## src/rtl/link_tx_arbiter_if.sv

```systemverilog
// link_tx_arbiter_if: per-gate flit requests in, shared link flit out.
// master = gate/PHY side, slave = arbiter.
interface link_tx_arbiter_if #(
   parameter int GATE_NUMBER = 4,
   parameter int DATA_WIDTH  = 32
);
   localparam int SW = $clog2(GATE_NUMBER);
   logic [GATE_NUMBER-1:0]            i_req;
   logic [GATE_NUMBER*DATA_WIDTH-1:0] i_data;
   logic [GATE_NUMBER-1:0]            i_last;
   logic [GATE_NUMBER-1:0]            o_pop;
   logic                              o_link_valid;
   logic [DATA_WIDTH-1:0]             o_link_data;
   logic [SW-1:0]                     o_link_src;
   logic                              o_link_last;
   logic                              i_link_ready;
   logic                              o_busy;
   modport master (
      output i_req, i_data, i_last, i_link_ready,
      input  o_pop, o_link_valid, o_link_data, o_link_src, o_link_last, o_busy
   );
   modport slave (
      input  i_req, i_data, i_last, i_link_ready,
      output o_pop, o_link_valid, o_link_data, o_link_src, o_link_last, o_busy
   );
endinterface

```

## src/rtl/link_tx_arbiter.sv

```systemverilog
// link_tx_arbiter: round-robin, burst-bounded sharing of one link among gate TX channels.
// The link flit is a combinational view of the owner's input; only arbitration state is stored.
module link_tx_arbiter #(
   parameter int GATE_NUMBER = 4,
   parameter int DATA_WIDTH  = 32,
   parameter int MAX_BURST   = 4
) (
   input logic i_clk,
   input logic i_rst,
   link_tx_arbiter_if.slave bus
);
   localparam int SW = $clog2(GATE_NUMBER);
   localparam int CW = $clog2(MAX_BURST + 1);
   typedef enum logic {IDLE, BURST} state_t;
   state_t          r_state;
   logic [SW-1:0]   r_ptr, r_owner, w_pick, w_next_ptr;
   logic [CW-1:0]   r_cnt;
   logic            w_busy, w_valid, w_last, w_xfer;
   logic [DATA_WIDTH-1:0] w_data [GATE_NUMBER];
   for (genvar g = 0; g < GATE_NUMBER; g++) begin : g_data
      assign w_data[g] = bus.i_data[g*DATA_WIDTH +: DATA_WIDTH];
   end
   // Scan offsets high to low so the smallest cyclic distance from r_ptr wins.
   always_comb begin
      w_pick = r_ptr;
      for (int i = GATE_NUMBER - 1; i >= 0; i--) begin
         logic [SW-1:0] idx;
         idx = SW'((int'(r_ptr) + i) % GATE_NUMBER);
         if (bus.i_req[idx]) w_pick = idx;
      end
   end
   assign w_busy     = r_state == BURST;
   assign w_valid    = w_busy & bus.i_req[r_owner];
   assign w_last     = w_busy & (bus.i_last[r_owner] | (r_cnt == CW'(MAX_BURST - 1)));
   assign w_xfer     = w_valid & bus.i_link_ready;
   assign w_next_ptr = (r_owner == SW'(GATE_NUMBER - 1)) ? '0 : r_owner + 1'b1;
   assign bus.o_pop        = w_xfer ? GATE_NUMBER'(1) << r_owner : '0;
   assign bus.o_link_valid = w_valid;
   assign bus.o_link_data  = w_busy ? w_data[r_owner] : '0;
   assign bus.o_link_src   = w_busy ? r_owner : '0;
   assign bus.o_link_last  = w_last;
   assign bus.o_busy       = w_busy;
   always_ff @(posedge i_clk or posedge i_rst) begin
      if (i_rst) begin
         r_state <= IDLE;
         r_ptr   <= '0;
         r_owner <= '0;
         r_cnt   <= '0;
      end else if (r_state == IDLE) begin
         if (|bus.i_req) begin
            r_state <= BURST;
            r_owner <= w_pick;
            r_cnt   <= '0;
         end
      end else if (!bus.i_req[r_owner] || (w_xfer && w_last)) begin
         r_state <= IDLE;
         r_ptr   <= w_next_ptr;
      end else if (w_xfer) begin
         r_cnt <= r_cnt + 1'b1;
      end
   end
endmodule

```

## src/flat_wrapper.sv

```systemverilog
// flat-port wrapper written by rule: the top's interface ports become plain ports
module link_tx_arbiter_flat 
#(
   parameter int GATE_NUMBER = 4,
   parameter int DATA_WIDTH  = 32,
   parameter int MAX_BURST   = 4
)
  (i_clk, i_rst, bus_i_req, bus_i_data, bus_i_last, bus_i_link_ready, bus_o_pop, bus_o_link_valid, bus_o_link_data, bus_o_link_src, bus_o_link_last, bus_o_busy);
  link_tx_arbiter_if #(.GATE_NUMBER(GATE_NUMBER), .DATA_WIDTH(DATA_WIDTH)) bus_i ();
  input logic i_clk;
  input logic i_rst;
  input wire logic [$bits(bus_i.i_req)-1:0] bus_i_req;
  input wire logic [$bits(bus_i.i_data)-1:0] bus_i_data;
  input wire logic [$bits(bus_i.i_last)-1:0] bus_i_last;
  input wire logic [$bits(bus_i.i_link_ready)-1:0] bus_i_link_ready;
  output wire logic [$bits(bus_i.o_pop)-1:0] bus_o_pop;
  output wire logic [$bits(bus_i.o_link_valid)-1:0] bus_o_link_valid;
  output wire logic [$bits(bus_i.o_link_data)-1:0] bus_o_link_data;
  output wire logic [$bits(bus_i.o_link_src)-1:0] bus_o_link_src;
  output wire logic [$bits(bus_i.o_link_last)-1:0] bus_o_link_last;
  output wire logic [$bits(bus_i.o_busy)-1:0] bus_o_busy;
  assign bus_i.i_req = bus_i_req;
  assign bus_i.i_data = bus_i_data;
  assign bus_i.i_last = bus_i_last;
  assign bus_i.i_link_ready = bus_i_link_ready;
  assign bus_o_pop = bus_i.o_pop;
  assign bus_o_link_valid = bus_i.o_link_valid;
  assign bus_o_link_data = bus_i.o_link_data;
  assign bus_o_link_src = bus_i.o_link_src;
  assign bus_o_link_last = bus_i.o_link_last;
  assign bus_o_busy = bus_i.o_busy;
  link_tx_arbiter #(.GATE_NUMBER(GATE_NUMBER), .DATA_WIDTH(DATA_WIDTH), .MAX_BURST(MAX_BURST)) u_core (.i_clk(i_clk), .i_rst(i_rst), .bus(bus_i));
endmodule
```

## config.mk

```make
export PLATFORM = sky130hd
export DESIGN_NAME = link_tx_arbiter_flat
export DESIGN_NICKNAME = d
export VERILOG_FILES = /design/src/rtl/link_tx_arbiter_if.sv /design/src/rtl/link_tx_arbiter.sv /design/src/flat_wrapper.sv
export SDC_FILE = /design/constraint.sdc
export NUM_CORES = 1
export LEC_CHECK = 0
export BUFFER_PORTS_ARGS = -buffer_cell sky130_fd_sc_hd__clkbuf_2
export CAP_MARGIN = 0
export CORE_ASPECT_RATIO = 0.5
export CORE_MARGIN = 2
export CORE_UTILIZATION = 35
export DETAILED_ROUTE_END_ITERATION = 6
export PLACE_DENSITY = 0.9
export SETUP_SLACK_MARGIN = 0.15
export SYNTH_ARGS = -nofsm -noshare
export SYNTH_HDL_FRONTEND = slang
export SYNTH_SLANG_ARGS = --single-unit
```

## constraint.sdc

```tcl
create_clock -name i_clk -period 1.9 [get_ports i_clk]
set_input_delay 0.095 -clock i_clk [delete_from_list [all_inputs] [get_ports i_clk]]
set_output_delay 0.095 -clock i_clk [all_outputs]
set_load 0.005 [all_outputs]
```

==> results.cfg, run 1 <==
[detailed_routing]
via_per_inst = 5.35
drt_wl_total_um = 7250
drt-met1-wl_um = 2560
drt-pass1-iter-count = 4
routed.top_layer = met4
wl_met2_um = 3860
drt_iter0_drc = 103
vias = 2099
ant_nets = 0
routedWlPerCell_um = 18.5
drc = 0
met3_length_um = 562

[clock_network]
clk_pin_slew_worst_paths_ps = 50
clockBufferDepth = 2
cts.sinks = 8
cts_buffers = 3
cts_tree = yes
clk_latency_ps = 240
htreeDepth = 1
cts_root_buf = clkbuf_8

[layout]
final_nets = 481
layout-area-overhead-vs-synth_pct = 84.2
layout-drive-gt1-share_pct = 80.9
diodes = 0

[power_and_ir_drop]
power.density_nw_per_um2 = 1330
ir_worst_vdd_v = 0.000499
p_leak_uw = 0.00154

[timing]
holdWs_ps = 213
layout_setup_ws_ps = 73.4
clock_skew_ps = 2.95
tns_ps = 0
maxSlewViolCount = 0
tightest_slew_ps = 398
min_period_ps = 1830
hold_viol = 0
max_freq_mhz = 547
setup_viol = 0
fin_crit_sh_pct = 96.1
slew_headroom_pct = 72.8
rsz0062_at_grt = yes

[global_routing]
antenna_found_initial = 0
grt_max_degree = 23
grt_pass1_vias = 2016
grt_pass1_wl_um = 9550
overflow = 0
grt_usage_pct = 24.0

[hold_path]
hold_path.class = input pin to flip-flop
hold_path_depth = 4

[synthesis]
seq_area_frac_synth_pct = 12.6
synth_nets = 286
yosysTopAreaCell = mux4_2
netlist.area_leader.share_pct = 48.2
syn_area_per_cell_um2 = 11.3
synth-seq-cells = 8
synth.top_cells.by_area = mux4_2, and2_1, dfrtp_1
netlist_area_um2 = 1590
ys_types = 27
yosys_warnings = 0
synthCells = 141

[floorplanning]
start_util_pct = 36.2
die_h_um = 51.6
num_rows = 17
die_x_um = 99.3
ioPinCount = 180
dieArea_um2 = 5120
coreArea_um2 = 4380

[place]
dpl.hpwl_um = 5460
numPortBuffers = 179
dpl_worst_slack_ps = 245
gp_congestion = 0.851

[worst_setup_path]
crit_type = flip-flop to output port
cp_max_fo = 6
crit_required_ps = 1800
reg2reg_depth = 5
start_kind = flip-flop
end_kind = output port
cp.arrival_ps = 1730

[status]
outcome = finished clean

[run]
cap_violations = 0
-- registers in the layout (all words and copies together), names as in the netlist --
signal,count
u_core.bus.o_busy,1
u_core.r_cnt,3
u_core.r_owner,2
u_core.r_ptr,2
-- cells in the mapped netlist --
master / n
and2_1: 37
nor2_1: 9
a21oi_1: 2
o21ai_2: 1
nor3_1: 1
and2_4: 1
o221ai_1: 1
inv_1: 7
a21o_1: 1
o21ai_1: 1
mux2_1: 2
nand3_1: 1
buf_2: 3
a2bb2oi_1: 1
buf_6: 2
nor2b_1: 2
a21oi_2: 1
dfrtp_1: 8
nand2_1: 7
ha_1: 6
mux2i_1: 2
o31ai_1: 1
o21ai_0: 2
mux4_2: 34
and3_4: 1
a2111oi_0: 1
clkbuf_1: 6
-- report_power, final --
group	internal, µW	switching [µW]
combinational	2030	1290
clock	147	81.5
sequential	243	99.0
-- routing by layer --
layer / vias up / GRT usage [%]
li1: 926 / -
met2: 125 / 45.9
met3: 27 / 4.57
met5: - / 0
met4: 0 / 8.90
met1: 1021 / 27.1
-- area by class of cell --
cell class                      count  area (µm²)
Fill cell                         315        1460
Multi-Input combinational cell    115        1380
Timing Repair Buffer              201        1200
Sequential cell                     8         203
Tap cell                           57        71.3
Clock buffer                        4        45.0
Inverter                            7        26.3
-- placed cells by master, fill, tap and decap left out, types with 2 or more instances in the layout --
cell type,count
mux2_1,2
and2_4,28
buf_2,2
dfrtp_1,6
and2_1,10
dfrtp_2,2
mux4_2,34
inv_1,7
a21oi_1,2
o21ai_0,2
clkbuf_16,2
ha_1,6
nor2b_1,2
nand2_1,7
buf_12,3
mux2i_1,2
clkbuf_8,3
nor2_1,8
clkbuf_2,170
buf_6,13
buf_4,10
-- cells by family after synthesis --
family | count (synthesis) | synth area share (%)
flip-flops | 8 | 12.6
AO/OA/AOI/OAI | 12 | 5.28
adder cells (fa/ha/maj) | 6 | 4.73
buffers and inverters | 18 | 5.44
multiplexers | 38 | 50.9
AND/OR/NAND/NOR | 59 | 21.0
-- final timing paths --
| kind | slack [ps] | start | endpoint |
|---|---|---|---|
| hold / removal | 210 | bus_i_link_ready | u_core.bus.o_busy |
| min in group asynchronous | 370 | i_rst | u_core.bus.o_busy |
| hold reg to reg | 500 | u_core.r_cnt[0] | u_core.r_cnt[0] |
| max in group asynchronous | 1270 | i_rst | u_core.r_owner[0] |
| setup reg to reg | 100 | u_core.r_owner[0] | u_core.r_ptr[1] |
| setup / recovery | 70 | u_core.r_owner[0] | bus_o_pop[3] |
-- per-stage QoR --
| stage | cells | area (µm²) | power, µW | util, % |
|---|---|---|---|---|
| floorplan | 141 | 1590 | 1950 | - |
| global route | 392 | 2920 | 4140 | 66.7 |
| global placement | 372 | 2550 | 2710 | 58.3 |
| finish | 392 | 2920 | 3900 | 66.7 |
| CTS | 377 | 2610 | 3070 | 59.7 |
| detailed placement | 372 | 2550 | 2820 | 58.3 |
-- worst max-delay path: stages (launching register included) --
cell and delay, ps:
dfrtp_2 440, buf_6 140, buf_12 130, mux4_2 320, and3_4 210, and2_1 130
buf_2 130
-- what timing repair did --
action / 4_1_cts / 5_1_grt
pin swaps: 0 / 22
hold buffers: 1 / 0
gates resized for setup: 2 / 51
gates cloned: 0 / 2
endpoints found under the setup margin: 28 / 39
buffers inserted: 0 / 13
endpoints found under the hold margin: 8 / 0
(Power assumes the default switching activity.)
==> run 2, diff against run 1 <==
Settings changed: CORE_MARGIN 2 to not set.
==> run 2 against run 1 <==
Global-route usage grew 3.7 points. Cell area shrank 5.0%. Routed wire length grew 2.7%. Total power shrank 8.1%. Setup slack lost 71 ps. Fmax shrank 3.7%. Die area shrank 5.8%. Critical path depth shrank 2. Clock power shrank 5%. Final cell count shrank 2.3%.
==> results.cfg, run 2 (synthesized netlist as in run 1, its figures left out) <==
[global_routing]
antenna_found_initial = 0
grt_max_degree = 19
grt_pass1_vias = 2178
grt_usage_pct = 27.7
overflow = 0
grt_pass1_wl_um = 10500

[layout]
final_nets = 475
layout_commonest_cell = clkbuf_2
fin_cells = 383
layout-drive-gt1-share_pct = 75.4
nFillCells = 313
reg.largest.list = u_core.r_cnt x3, u_core.r_owner x2, u_core.r_ptr x2
post-route-util_pct = 67.4
largest_register = u_core.r_cnt
layout-area-overhead-vs-synth_pct = 75.0
final_cell_mix = clkbuf_2, mux4_2, and2_1
diodes = 0
largest_reg_flops = 3

[clock_network]
cts_tree = yes
clk_pin_slew_worst_paths_ps = 50
cts.sinks = 8
cts_buffers = 3
clockBufferDepth = 2
htreeDepth = 1
cts_root_buf = clkbuf_8
clk_latency_ps = 230

[power_and_ir_drop]
power.density_nw_per_um2 = 1290
ir_worst_vdd_v = 0.000477
switching_share_pct = 40.3
intPower_uw = 2140
p_switching_uw = 1440
p_comb_share_pct = 84.0
p_leak_uw = 0.00147
p_seq_share_pct = 10.0
clkPwrFrac_pct = 6.0

[place]
dpl.hpwl_um = 5460
place_inst = 369
numPortBuffers = 179
gp_congestion = 0.922

[worst_setup_path]
end_kind = output port
cp.arrival_ps = 1800
crit_type = flip-flop to output port
crit_required_ps = 1800
max_stage_delay_ps = 580
start_kind = flip-flop
cp_max_fo = 6
path_cells = mux4_2 > and3_4 > and2_1 > clkbuf_2
cp_slowest_cell = mux4_2

[detailed_routing]
routedWlPerCell_um = 19.4
via_per_inst = 5.64
ant_nets = 0
vias = 2162
drc = 0
drt-pass1-iter-count = 6
drt_wl_total_um = 7450
drt_iter0_drc = 180

[floorplanning]
coreArea_um2 = 4120
die_h_um = 49.6
die_x_um = 97.3
num_rows = 16
start_util_pct = 38.5
ioPinCount = 180
dieArea_um2 = 4830

[timing]
max_freq_mhz = 527
holdWs_ps = 296
slew_headroom_pct = 66.2
hold_viol = 0
clock_skew_ps = 6.10
tightest_slew_ps = 494
min_period_ps = 1900
rsz0062_at_grt = yes
maxSlewViolCount = 0
setup_viol = 0
fin_crit_sh_pct = 99.9

[hold_path]
hold_path.class = input pin to flip-flop

[run]
cap_violations = 0

[status]
outcome = finished clean
==> run 2: cell types whose count changed in the layout (fill, tap and decap cells not counted), sizes merged <==
cell    previous run  this run
buf               28        14
clkbuf           176       184
==> run 2: metal layers <==
| metal | track usage, % | routed length (µm) | share of wire (%) |
|---|---|---|---|
| met5 | 0 | 0 | 0 |
| met1 | 29.5 | 2520 | 34 |
| met2 | 52.7 | 3970 | 53 |
| met4 | 13.0 | 336 | 4.5 |
| met3 | 6.52 | 614 | 8.2 |
==> run 2: path summary, 6_finish.rpt <==
path / start / to / slack [ps] / cells past startpoint
setup reg to reg: u_core.r_owner[0] / u_core.r_ptr[0] / 10 / 5
hold / removal: bus_i_req[1] / u_core.r_owner[0] / 300 / 3
hold reg to reg: u_core.r_cnt[0] / u_core.r_cnt[0] / 520 / 1
setup / recovery: u_core.r_owner[1] / bus_o_pop[0] / 2 / 4
min in group asynchronous: i_rst / u_core.r_cnt[1] / 340 / 3
max in group asynchronous: i_rst / u_core.r_owner[0] / 1310 / 3
==> run 2: power groups by stage <==
stage               clock network (µW)  logic [µW]  registers [µW]
CTS                                220        2710             338
global route                       232        3200             359
floorplan                            0        1650             301
finish                             216        3010             358
global placement                     0        2390             331
detailed placement                   0        2480             342
==> run 2: repair_timing <==
item / CTS / global route
endpoints found under the setup margin: 34 / 41
hold endpoints to repair: 8 / 0
hold buffers: 1 / 0
setup buffers: 5 / 2
pin swaps: 6 / 10
gates resized for setup: 5 / 13
gates cloned: 1 / 1
==> run 2: final cells by class <==
type	instances	area (µm²)	area share, %
Clock buffer	4	45.0	1.62
Inverter	7	26.3	0.946
Multi-Input combinational cell	115	1340	48.4
Sequential cell	8	203	7.29
Tap cell	54	67.6	2.43
Timing Repair Buffer	195	1090	39.4
==> run 2: per-stage QoR <==
step | setup TNS, ps | area, µm² | total power, µW | worst slack, ps
after global routing | -95.5 | 2780 | 3790 | -37.4
after global placement | 0 | 2550 | 2720 | 240
after floorplan | 0 | 1590 | 1950 | 210
final | 0 | 2780 | 3580 | 2.32
after detailed placement | 0 | 2550 | 2820 | 196
after CTS | 0 | 2700 | 3270 | 84.4
==> run 2: critical path, delay by kind of cell, from the launching register on <==
kind                   cells  cell delay (ps)
DFF                        1              460
buffers and inverters      1              120
muxes                      1              580
and+or+nand+nor            2              410
